<file path="config.mk">
export PLATFORM = sky130hd
export DESIGN_NAME = fifo_drain_flat
export DESIGN_NICKNAME = d
export VERILOG_FILES = /design/src/rtl/fifo_pkg.sv /design/src/rtl/fifo_drain_if.sv /design/src/rtl/fifo_drain_skid.sv /design/src/rtl/fifo_drain.sv /design/src/flat_wrapper.sv
export SDC_FILE = /design/constraint.sdc
export NUM_CORES = 1
export LEC_CHECK = 0
export CAP_MARGIN = 0
export CORE_ASPECT_RATIO = 1.25
export CORE_MARGIN = 2
export CORE_UTILIZATION = 50
export DETAILED_ROUTE_END_ITERATION = 8
export GPL_ROUTABILITY_DRIVEN = 0
export PLACE_DENSITY = 0.85
export SLEW_MARGIN = 0
export SYNTH_ARGS = -nofsm -noshare
export SYNTH_HDL_FRONTEND = slang
export SYNTH_SLANG_ARGS = --single-unit
</file>
<file path="constraint.sdc">
create_clock -name clk -period 8.55 [get_ports clk]
set_clock_uncertainty 0.1 [all_clocks]
set_input_delay 1.71 -clock clk [delete_from_list [all_inputs] [get_ports clk]]
set_output_delay 1.71 -clock clk [all_outputs]
set_load 0.1 [all_outputs]
</file>
<file path="src/rtl/fifo_pkg.sv">
// Shared constants and the output-buffer state type for the syncfifo read-side drain.
package fifo_pkg;

  localparam int DEFAULT_DATAWIDTH = 32;
  localparam int FIFODEPTH         = 8;

  // The encoding doubles as the buffer occupancy.
  typedef enum logic [1:0] {
    S0 = 2'd0,
    S1 = 2'd1,
    S2 = 2'd2
  } buf_state_e;

endpackage

</file>
<file path="src/rtl/fifo_drain_if.sv">
// Handshake bundle of fifo_drain: syncfifo read port plus the valid/ready output stream.
interface fifo_drain_if
  import fifo_pkg::*;
#(
  parameter int DATAWIDTH = DEFAULT_DATAWIDTH
) ();

  logic                 fifo_empty;
  logic [DATAWIDTH-1:0] fifo_dout;
  logic                 fifo_cs;
  logic                 fifo_ren;
  logic                 m_valid;
  logic [DATAWIDTH-1:0] m_data;
  logic                 m_ready;

  // The drain controller itself.
  modport master (
    input  fifo_empty, fifo_dout, m_ready,
    output fifo_cs, fifo_ren, m_valid, m_data
  );

  // The syncfifo and the downstream consumer.
  modport slave (
    output fifo_empty, fifo_dout, m_ready,
    input  fifo_cs, fifo_ren, m_valid, m_data
  );

endinterface

</file>
<file path="src/rtl/fifo_drain_skid.sv">
// Two-entry output buffer: absorbs the one-cycle FIFO read latency under valid/ready backpressure.
module fifo_drain_skid
  import fifo_pkg::*;
#(
  parameter int DATAWIDTH = DEFAULT_DATAWIDTH
) (
  input  logic                 clk,
  input  logic                 rst,
  input  logic                 push,
  input  logic [DATAWIDTH-1:0] push_data,
  input  logic                 ready,
  output logic                 valid,
  output logic [DATAWIDTH-1:0] data,
  output logic [1:0]           occ
);

  buf_state_e           state_q, state_d;
  logic [DATAWIDTH-1:0] entry0_q, entry0_d;
  logic [DATAWIDTH-1:0] entry1_q, entry1_d;
  logic                 pop;

  assign valid = (state_q != S0);
  assign data  = entry0_q;
  assign occ   = state_q;
  assign pop   = valid && ready;

  always_comb begin
    // NOTE: every variable gets its hold value first, so no branch can leave one unassigned and infer a latch.
    state_d  = state_q;
    entry0_d = entry0_q;
    entry1_d = entry1_q;
    unique case (state_q)
      S0: begin
        if (push) begin
          state_d  = S1;
          entry0_d = push_data;
        end
      end
      S1: begin
        if (push && !pop) begin
          state_d  = S2;
          entry1_d = push_data;
        end else if (pop && !push) begin
          state_d = S0;
        end else if (push && pop) begin
          entry0_d = push_data;
        end
      end
      S2: begin
        if (pop) begin
          state_d  = S1;
          entry0_d = entry1_q;
        end
      end
      default: state_d = S0;
    endcase
  end

  // NOTE: non-blocking assignments in clocked processes so every flop samples pre-edge values.
  always_ff @(posedge clk or negedge rst) begin
    if (!rst) begin
      state_q  <= S0;
      // NOTE: two discrete registers, not a RAM array, so resetting them is cheap and keeps m_data defined.
      entry0_q <= '0;
      entry1_q <= '0;
    end else begin
      state_q  <= state_d;
      entry0_q <= entry0_d;
      entry1_q <= entry1_d;
    end
  end

  // The pop decision upstream keeps a landing word from ever meeting a full buffer.
  a_no_push_when_full : assert property (@(posedge clk) disable iff (!rst)
    !((state_q == S2) && push));

endmodule

</file>
<file path="src/rtl/fifo_drain.sv">
// Read-side controller for syncfifo: issues pops, tracks the in-flight read, streams words out.
// Optional FIFO_DRAIN_CNT_EN adds a 16-bit wrapping count of accepted output beats.
module fifo_drain
  import fifo_pkg::*;
#(
  parameter int DATAWIDTH = DEFAULT_DATAWIDTH
) (
  input  logic        clk,
  input  logic        rst,
  input  logic        enable,
  output logic        busy,
  fifo_drain_if.master bus
`ifdef FIFO_DRAIN_CNT_EN
  ,
  output logic [15:0] beat_cnt
`endif
);

  logic       inflight_q, inflight_d;
  logic [1:0] occ;
  logic       head_pop;
  logic [2:0] pending;
  logic       ren;

  assign head_pop = bus.m_valid && bus.m_ready;

  // Words that will occupy the buffer after this edge if no new pop is issued.
  always_comb begin
    pending    = {1'b0, occ} - {2'b00, head_pop} + {2'b00, inflight_q};
    ren        = enable && !bus.fifo_empty && (pending < 3'd2);
    inflight_d = ren;
  end

  assign bus.fifo_ren = ren;
  assign bus.fifo_cs  = ren;
  assign busy         = inflight_q || (occ != 2'd0);

  always_ff @(posedge clk or negedge rst) begin
    if (!rst) begin
      inflight_q <= 1'b0;
    end else begin
      inflight_q <= inflight_d;
    end
  end

  fifo_drain_skid #(
    .DATAWIDTH (DATAWIDTH)
  ) u_skid (
    .clk       (clk),
    .rst       (rst),
    .push      (inflight_q),
    .push_data (bus.fifo_dout),
    .ready     (bus.m_ready),
    .valid     (bus.m_valid),
    .data      (bus.m_data),
    .occ       (occ)
  );

`ifdef FIFO_DRAIN_CNT_EN
  logic [15:0] beat_cnt_q, beat_cnt_d;

  always_comb begin
    beat_cnt_d = beat_cnt_q + (head_pop ? 16'd1 : 16'd0);
  end

  always_ff @(posedge clk or negedge rst) begin
    if (!rst) begin
      beat_cnt_q <= 16'd0;
    end else begin
      beat_cnt_q <= beat_cnt_d;
    end
  end

  assign beat_cnt = beat_cnt_q;
`endif

endmodule

</file>
<file path="src/flat_wrapper.sv">
// flat-port wrapper written by rule: the top's interface ports become plain ports
module fifo_drain_flat import fifo_pkg::*;
#(
  parameter int DATAWIDTH = DEFAULT_DATAWIDTH
)
  (clk, rst, enable, busy, bus_fifo_empty, bus_fifo_dout, bus_m_ready, bus_fifo_cs, bus_fifo_ren, bus_m_valid, bus_m_data);
  fifo_drain_if #(.DATAWIDTH(DATAWIDTH)) bus_i ();
  input  logic clk;
  input  logic rst;
  input  logic enable;
  output logic busy;
  input wire logic [$bits(bus_i.fifo_empty)-1:0] bus_fifo_empty;
  input wire logic [$bits(bus_i.fifo_dout)-1:0] bus_fifo_dout;
  input wire logic [$bits(bus_i.m_ready)-1:0] bus_m_ready;
  output wire logic [$bits(bus_i.fifo_cs)-1:0] bus_fifo_cs;
  output wire logic [$bits(bus_i.fifo_ren)-1:0] bus_fifo_ren;
  output wire logic [$bits(bus_i.m_valid)-1:0] bus_m_valid;
  output wire logic [$bits(bus_i.m_data)-1:0] bus_m_data;
  assign bus_i.fifo_empty = bus_fifo_empty;
  assign bus_i.fifo_dout = bus_fifo_dout;
  assign bus_i.m_ready = bus_m_ready;
  assign bus_fifo_cs = bus_i.fifo_cs;
  assign bus_fifo_ren = bus_i.fifo_ren;
  assign bus_m_valid = bus_i.m_valid;
  assign bus_m_data = bus_i.m_data;
  fifo_drain #(.DATAWIDTH(DATAWIDTH)) u_core (.clk(clk), .rst(rst), .enable(enable), .busy(busy), .bus(bus_i));
endmodule
</file>
==> run metrics <==
drt total wl=just under 6000 um; Hold Path Class=reg -> reg; largest net degree at the start of global routing=68; crit-path most repeated cell=clkdlybuf4s50_1; CP required=6.74 ns; RR Startpoint=u_core.u_skid.occ[0]; Max stage delay on crit path=between 1 and 1.5 ns; Die Wd=74.9 um; status=complete, no violations; Cell variety after synth=23; slowest CP cell=clkdlybuf4s50_1; Post-Syn Nets=233; Gates resized, CTS repair=0; dpl ws=about 1.8 ns; clock-pin slew on the worst setup and hold paths=approximately 0.070 ns; Clock Sinks=between 60 and 70; syn avg cell area=about 16 um^2; Fillers=around 460; fmax=around 0.15 GHz; Antenna Cells=0; critical path class=in -> out; Nets=between 300 and 400; core footprint=6130 um^2; Final Hold Viols=0; yosys warns=0; clk_lat worst skew=0.34 ns; Initial Util=0.513; vias in the first global route=~1900; min-delay src=u_core.u_skid.entry1_q[18]; setup violation total in the final timing report=0; Buf/Inv on CP=2; Iter 0 DRT Violations=72; CTS tree=done; post-DR wirelength/cell=between 15 and 20 um; Max Cap Viol=0; Pre-Repair DR Iteration Count=4; reg2reg path depth=7; Worst Setup Start Kind=input pin; GRT overflow=0; num rows=32; DIE AREA=approximately 6900 um^2; CP endpoint kind=output pin; crit path DAT=a little under 5 ns; CTS Buf Count=9; Worst path depth=8; hpwl dp=between 3000 and 4000 um; Slew Limit Fails=0; cell breakdown of the critical path=clkdlybuf4s50_1 > nand2_1 > ha_1 > nand2b_1 > fa_1 > xor2_1 > nor3_1 > clkdlybuf4s50_1; Worst Tran Pin Value=0.988 ns; crit-path leading delay family=buffers and inverters; FF-to-FF End=u_core.u_skid.data[17]; unrepaired setup endpoints after global routing=false; slack of the critical path=roughly 1.8 ns; routed vias=between 1500 and 2000; register area share after synthesis=0.534; clk buf depth=2; worst hold endpoint=u_core.u_skid.entry1_q[18]; fin crit share=0.791; I/O pin count=73; crit path max fanout=4; share of cells above drive strength 1=0.443; Hold Crit Depth=1; r2r setup slk=5.44 ns; Syn-to-layout area delta=29.9%; initial antenna violation count=0; commonest non-fill, non-tap cell in the layout=clkdlybuf4s50_1; most frequent cells in the layout=71 x clkdlybuf4s50_1, 67 x dfrtp_1, 66 x mux2_2; cell area after synthesis=3140 um^2; post-synthesis cell count=roughly 190; fin crit period=around 6.8 ns; setup TNS=0 ns; Fin Hold WS=0.403 ns; DRC viols=0; Root Buffer=clkbuf_8; # hold bufs at CTS=0; gr usage total=0.185; drt via density=a little over 5; Max-slew headroom=0.339; #FFs+latches synth=between 60 and 70; Routed Antenna Nets=0; die height=92.6 um; # Post-CTS Setup Buffers=0; first-pass GRT wire length=between 9000 and 10000 um; H-tree lvl count=3; IO Port Bufs=slightly above 70
kinds of logic (layout without fill, tap and decap cells):
logic type | count (synthesis) | in the layout | share of synthesized area
buffers and inverters | 13 | 92 | 0.0335
DFF | 67 | 67 | 0.534
AOI/OAI and AO/OA | 4 | 4 | 0.0159
adders and majority gates | 2 | 2 | 0.0104
and+or+nand+nor | 10 | 10 | 0.0203
muxes | 97 | 97 | 0.383
xor gates and xnor gates | 1 | 1 | 0.00279
per-stage QoR:
stage,cells,utilization,cell area [um^2]
after floorplan,194,-,3140
after global placement,342,0.634,3880
after detailed placement,342,0.634,3880
after CTS,358,0.666,4080
after global routing,358,0.666,4080
final,358,0.666,4080
layer usage:
metal | share of wire | vias to the layer above | global-route usage | wire (um)
met2 | 0.52 | 39 | 0.287 | 3020
met4 | 0.017 | 0 | 0.107 | 97
li1 | - | 843 | - | -
met3 | 0.036 | 7 | 0.0348 | 209
met5 | 0 | - | 0 | 0
met1 | 0.42 | 936 | 0.236 | 2440
sequential cells by signal, indices dropped and copies added (netlist names):
register / flops
u_core.u_skid.entry1_q: 32
u_core.u_skid.data: 32
u_core.inflight_q: 1
u_core.u_skid.occ: 2
how the worst max path moves through the flow:
stage | startpoint | end | slack, ns
floorplan | bus_m_ready | bus_fifo_ren | 1.27
global placement | bus_m_ready | bus_fifo_cs | 1.89
detailed placement | bus_m_ready | bus_fifo_ren | 1.79
CTS | bus_m_ready | bus_fifo_ren | 1.79
global route | bus_m_ready | bus_fifo_cs | 1.66
finish | bus_m_ready | bus_fifo_ren | 1.79
cell type report:
cell class              count  area, um^2  share of cell area
clock inverters             5        52.6              0.0129
flip-flops and latches     67        1680               0.411
well taps                  85         106              0.0261
repair buffers             74         731               0.179
multi-input cells         114        1360               0.334
inverters                   2        7.51             0.00184
clock buffers              11         141              0.0347
cell usage after synthesis:
library cell / n / share of area
buf_6: 6 / 0.022
o2bb2ai_1: 1 / 0.0028
nand2_1: 3 / 0.0036
a32oi_4: 1 / 0.0088
or3_1: 1 / 0.0020
mux2_2: 66 / 0.24
buf_4: 2 / 0.0048
xor2_1: 1 / 0.0028
o21ai_0: 1 / 0.0016
or2_2: 1 / 0.0020
fa_1: 1 / 0.0064
mux2_4: 30 / 0.14
o21ai_2: 1 / 0.0028
nor3_1: 1 / 0.0016
nand3_1: 1 / 0.0016
ha_1: 1 / 0.0040
inv_2: 2 / 0.0024
nor2_8: 1 / 0.0064
dfrtp_1: 67 / 0.53
nor2_1: 1 / 0.0012
nand2b_1: 1 / 0.0020
buf_2: 3 / 0.0048
mux2i_1: 1 / 0.0032
Power is left out: the tool's default activity adds up to more than one toggle a clock period on the data nets, which glitch-free logic cannot reach.
